`config.mk`:
```
export PLATFORM = sky130hd
export DESIGN_NAME = ex_mem_pipe
export DESIGN_NICKNAME = d
export VERILOG_FILES = /design/src/rtl/ex_mem_pipe.sv
export SDC_FILE = /design/constraint.sdc
export NUM_CORES = 1
export LEC_CHECK = 0
export CORE_MARGIN = 2
export CORE_UTILIZATION = 49
export CTS_CLUSTER_DIAMETER = 60
export DETAILED_ROUTE_END_ITERATION = 6
export GPL_ROUTABILITY_DRIVEN = 0
export PLACE_DENSITY = 0.86
export RECOVER_POWER = 50
export SLEW_MARGIN = 20
export SYNTH_ARGS = -nofsm -noshare
export SYNTH_HDL_FRONTEND = slang
export SYNTH_SLANG_ARGS = --single-unit
```
`constraint.sdc`:
```
create_clock -name clk -period 6.7 [get_ports clk]
set_input_delay 1.34 -clock clk [delete_from_list [all_inputs] [get_ports clk]]
set_output_delay 1.34 -clock clk [all_outputs]
set_load 0.1 [all_outputs]
```
`src/rtl/ex_mem_pipe.sv`:
```
// ex_mem_pipe: elastic EX->MEM pipeline register for the 32-bit MIPS core.
// A main entry drives the MEM-side outputs and a skid entry absorbs one extra
// instruction, so in_ready is purely registered and never depends on out_ready
// in the same cycle.
//
// Ports:
//   clk, rst            clock (rising edge), asynchronous active-high reset
//   flush               synchronous squash of both held entries
//   in_valid/in_ready   EX-side handshake (in_ready registered)
//   in_*                EX payload: alu result, store data, mem/wb control, dest reg
//   out_valid/out_ready MEM-side handshake for the head entry
//   out_*               head entry payload (mem_read/mem_write gated by out_valid)
//   fwd_valid/reg/data  EX->EX forwarding source from the main entry only
//   stall_cnt           saturating count of cycles with out_valid & !out_ready
module ex_mem_pipe #(
  parameter int DATA_W = 32,
  parameter int REG_W  = 5,
  parameter int CNT_W  = 16
) (
  input  logic              clk,
  input  logic              rst,
  input  logic              flush,
  input  logic              in_valid,
  output logic              in_ready,
  input  logic [DATA_W-1:0] in_alu_out,
  input  logic [DATA_W-1:0] in_write_data,
  input  logic              in_mem_read,
  input  logic              in_mem_write,
  input  logic              in_reg_write,
  input  logic              in_mem_to_reg,
  input  logic [REG_W-1:0]  in_write_reg,
  output logic              out_valid,
  input  logic              out_ready,
  output logic [DATA_W-1:0] out_alu_out,
  output logic [DATA_W-1:0] out_write_data,
  output logic              out_mem_read,
  output logic              out_mem_write,
  output logic              out_reg_write,
  output logic              out_mem_to_reg,
  output logic [REG_W-1:0]  out_write_reg,
  output logic              fwd_valid,
  output logic [REG_W-1:0]  fwd_reg,
  output logic [DATA_W-1:0] fwd_data,
  output logic [CNT_W-1:0]  stall_cnt
);

  typedef struct packed {
    logic [DATA_W-1:0] aluOut;
    logic [DATA_W-1:0] writeData;
    logic              memRead;
    logic              memWrite;
    logic              regWrite;
    logic              memToReg;
    logic [REG_W-1:0]  writeReg;
  } entry_t;

  entry_t mainQ, mainN;
  entry_t skidQ, skidN;
  entry_t inEntry;
  logic   mainValid, mainValidN;
  logic   skidValid, skidValidN;
  logic   inReadyQ;
  logic   accept, pop;
  logic [CNT_W-1:0] stallQ;

  assign accept = in_valid & inReadyQ & ~flush;
  assign pop    = mainValid & out_ready & ~flush;

  always_comb begin
    inEntry.aluOut    = in_alu_out;
    inEntry.writeData = in_write_data;
    inEntry.memRead   = in_mem_read;
    inEntry.memWrite  = in_mem_write;
    inEntry.regWrite  = in_reg_write;
    inEntry.memToReg  = in_mem_to_reg;
    inEntry.writeReg  = in_write_reg;
  end

  // Payload registers keep their last contents when an entry is invalidated;
  // only the valid bits are cleared on pop-to-empty or flush.
  always_comb begin
    mainN      = mainQ;
    skidN      = skidQ;
    mainValidN = mainValid;
    skidValidN = skidValid;
    if (flush) begin
      mainValidN = 1'b0;
      skidValidN = 1'b0;
    end else if (!mainValid) begin
      if (accept) begin
        mainN      = inEntry;
        mainValidN = 1'b1;
      end
    end else if (pop) begin
      if (skidValid) begin
        // in_ready is low whenever skid is full, so no accept can collide here
        mainN      = skidQ;
        skidValidN = 1'b0;
      end else if (accept) begin
        mainN = inEntry;
      end else begin
        mainValidN = 1'b0;
      end
    end else if (accept) begin
      skidN      = inEntry;
      skidValidN = 1'b1;
    end
  end

  always_ff @(posedge clk or posedge rst) begin
    if (rst) begin
      mainQ     <= '0;
      skidQ     <= '0;
      mainValid <= 1'b0;
      skidValid <= 1'b0;
      inReadyQ  <= 1'b1;
    end else begin
      mainQ     <= mainN;
      skidQ     <= skidN;
      mainValid <= mainValidN;
      skidValid <= skidValidN;
      inReadyQ  <= ~skidValidN;
    end
  end

  always_ff @(posedge clk or posedge rst) begin
    if (rst) begin
      stallQ <= '0;
    end else if (mainValid && !out_ready && !flush && stallQ != '1) begin
      stallQ <= stallQ + CNT_W'(1);
    end
  end

  assign in_ready       = inReadyQ;
  assign out_valid      = mainValid;
  assign out_alu_out    = mainQ.aluOut;
  assign out_write_data = mainQ.writeData;
  assign out_mem_read   = mainValid & mainQ.memRead;
  assign out_mem_write  = mainValid & mainQ.memWrite;
  assign out_reg_write  = mainQ.regWrite;
  assign out_mem_to_reg = mainQ.memToReg;
  assign out_write_reg  = mainQ.writeReg;

  // Loads are not forwardable from here: their data only exists after MEM.
  assign fwd_valid = mainValid & mainQ.regWrite & ~mainQ.memRead & (mainQ.writeReg != '0);
  assign fwd_reg   = mainQ.writeReg;
  assign fwd_data  = mainQ.aluOut;
  assign stall_cnt = stallQ;

endmodule

```
==> metrics.cfg <==
[finish]
fin_nets=837
final_cells=959
syn_to_final_growth_pct=25.5
largest_register=skidQ
num-fill-cells=1179
drive_above_1_share=0.0480
largest_reg_flops=73
num_antenna_cells=0

[die]
pin_count=207
core_um2=15200
die_y_um=129
die-area_um2=16600
num_rows=45
die_w_um=129
initial_core_util=0.502

[grt]
track_usage=0.201
grt_pass1_vias=5246
grt-ovfl-total=0
antenna_found_initial=0
grt_pass1_wl_um=26400
grt_max_degree=105

[worst_setup_path]
critPathCaptureType=register
max_stage_delay_ns=0.76
critPathMaxFanout=44
cp_cell_sequence=dlygate4sd3_1, or3b_1, nor2_4, buf_4, mux2_1
cp.arrival_ns=4.39
rrSetupSlack_ns=3.35
start_kind=input pin
critPathSlowestCell=nor2_4
criticalPathCategory=input pin to register
worstPathRequired_ns=6.99

[cts]
clock_latency_ns=0.41
cts_tree=yes
cts_htree_levels=4
cts_resized=0
hold_buffers=0
cts_root_buffer=clkbuf_16
postCtsSetupRepairBufs=0
cts_max_path_buffers=2
numCtsBuffers=17
clkSinkCount=165
path_clk_slew_ns=0.06

[synthesis]
yosys_warnings=0
synthCells=673
ys_ff_latch=165
seq_area_frac_synth=0.542
syn_area_per_cell_um2=11.3
synthesis.nets=752
syn_area_um2=7630
synthDistinctLibCells=36

[timing]
clock_skew_ns=0.00758
worst_slew_pin_slew_ns=1.81
grt_setup_unrepaired=no
max_freq_ghz=0.244
final-setup-viol-count=0
slew_violations=50
period_needed_ns=4.10
fin_setup_tns_ns=0
setup_ws_ns=2.60
max_slew_margin=-0.209
final_hold_viol_count=0
fin_crit_sh=0.611

[job]
drv_cap=1

[detailed_routing]
vias_per_cell=5.39
drc=0
ant_nets=0
drt-initial-drc-count=243
drt_first_pass_iters=4
routed_wl_um=16400
routedWlPerCell_um=17.1
routed-via-count=5168

[pwr]
internal_power_uw=2120
p_clk_frac=0.266
ir_drop_v=0.000184
combPwrFrac=0.372
sw_frac_of_total=0.417
p_sw_uw=1520
finalPower_uw=3640
powerDensity_nw_per_um2=380
power_leakage_uw=0.00406
seq_power_share=0.361

[run_status]
status=complete, but fails checks
violations=capacitance limit, slew limit

[placed_design]
portBuffers=206
hpwlAfterDp_um=10600
dp_slack_ns=2.22
placed_cells=926

[hold_path]
hp-class=register to register

metrics by stage:
| step | hold WS [ns] | util | instance area (um^2) |
|---|---|---|---|
| after CTS | 0.487 | 0.629 | 9560 |
| after detailed placement | 0.474 | 0.590 | 8970 |
| after global placement | 0.467 | 0.590 | 8970 |
| after floorplan | 0.457 | - | 7630 |
| after global routing | 0.497 | 0.630 | 9570 |
| final | 0.483 | 0.630 | 9570 |
power groups by stage:
stage / Sequential [uW] / Combinational, uW / Clock (uW)
final: 1310 / 1360 / 970
after global routing: 1340 / 1410 / 1040
after CTS: 1310 / 1370 / 994
after detailed placement: 1330 / 1370 / 0
after global placement: 1320 / 1350 / 0
after floorplan: 1390 / 1100 / 0
per-layer routing:
layer	track usage	vias up	routed length (um)
met5	0	-	0
met4	0.0678	0	288
met3	0.0474	21	840
met2	0.335	167	8180
met1	0.262	2571	7100
li1	-	2409	-
worst paths after layout:
check | start | cells past startpoint | to
worst max-delay path | flush | 5 | skidQ[44]
worst min-delay path | skidQ[2] | 1 | skidQ[2]
worst max register to register | out_valid | 4 | out_write_data[20]
worst min register to register | skidQ[2] | 1 | skidQ[2]
max in group asynchronous | rst | 3 | fwd_data[28]
min in group asynchronous | rst | 2 | skidQ[31]
placed cells by master (no fill, tap or decap), drive strengths merged, types with 7 or more instances in the layout:
master and count:
a21oi 75, clkbuf 27, clkdlybuf4s50 172, dfrtp 164, dlygate4sd3 34, mux2 74
mux2i 24, nand3 7, nand4 10, nor2 79, o22ai 49, xnor2 12
Yosys cell counts (all sizes together):
cell / instances / share of area
inv: 2 / 0.00098
mux2i: 24 / 0.031
nand4: 10 / 0.0082
clkinv: 1 / 0.00049
xnor2: 12 / 0.014
or4: 1 / 0.00098
dfstp: 1 / 0.0034
o22ai: 49 / 0.040
a211oi: 2 / 0.0026
and3: 5 / 0.0043
a21oi: 75 / 0.049
mux2: 74 / 0.11
or2: 1 / 0.00082
buf: 129 / 0.12
nor2b: 2 / 0.0016
or3b: 2 / 0.0023
clkbuf: 15 / 0.0074
nor2: 79 / 0.039
ha: 1 / 0.0016
dfrtp: 164 / 0.54
nor3b: 1 / 0.0016
and2: 3 / 0.0028
nand4b: 1 / 0.0011
nand2: 6 / 0.0030
nand3: 7 / 0.0046
xor2: 3 / 0.0034
and4: 1 / 0.0013
nor3: 1 / 0.00066
o21ai: 1 / 0.00066
worst max-delay path, delay by kind of cell:
family                 cells  cell delay (ns)
buffers and inverters      2             1.32
muxes                      1             0.39
and+or+nand+nor            2             1.31
area by class of cell:
cell class | count | area, um^2 | share of cell area
Clock buffer | 27 | 483 | 0.0505
Clock inverter | 5 | 100 | 0.0105
Inverter | 3 | 16.3 | 0.00170
Multi-Input combinational cell | 361 | 2500 | 0.261
Sequential cell | 165 | 4130 | 0.432
Tap cell | 188 | 235 | 0.0246
Timing Repair Buffer | 210 | 2100 | 0.220
kinds of logic after synthesis:
logic type / after synthesis / share of synthesized area
buf+inv: 147 / 0.134
compound gates: 127 / 0.0927
flops: 165 / 0.542
xor+xnor: 15 / 0.0172
simple gates: 120 / 0.0722
fa+ha+maj: 1 / 0.00164
mux: 98 / 0.141
No activity file was read; power rests on OpenSTA's default activity.
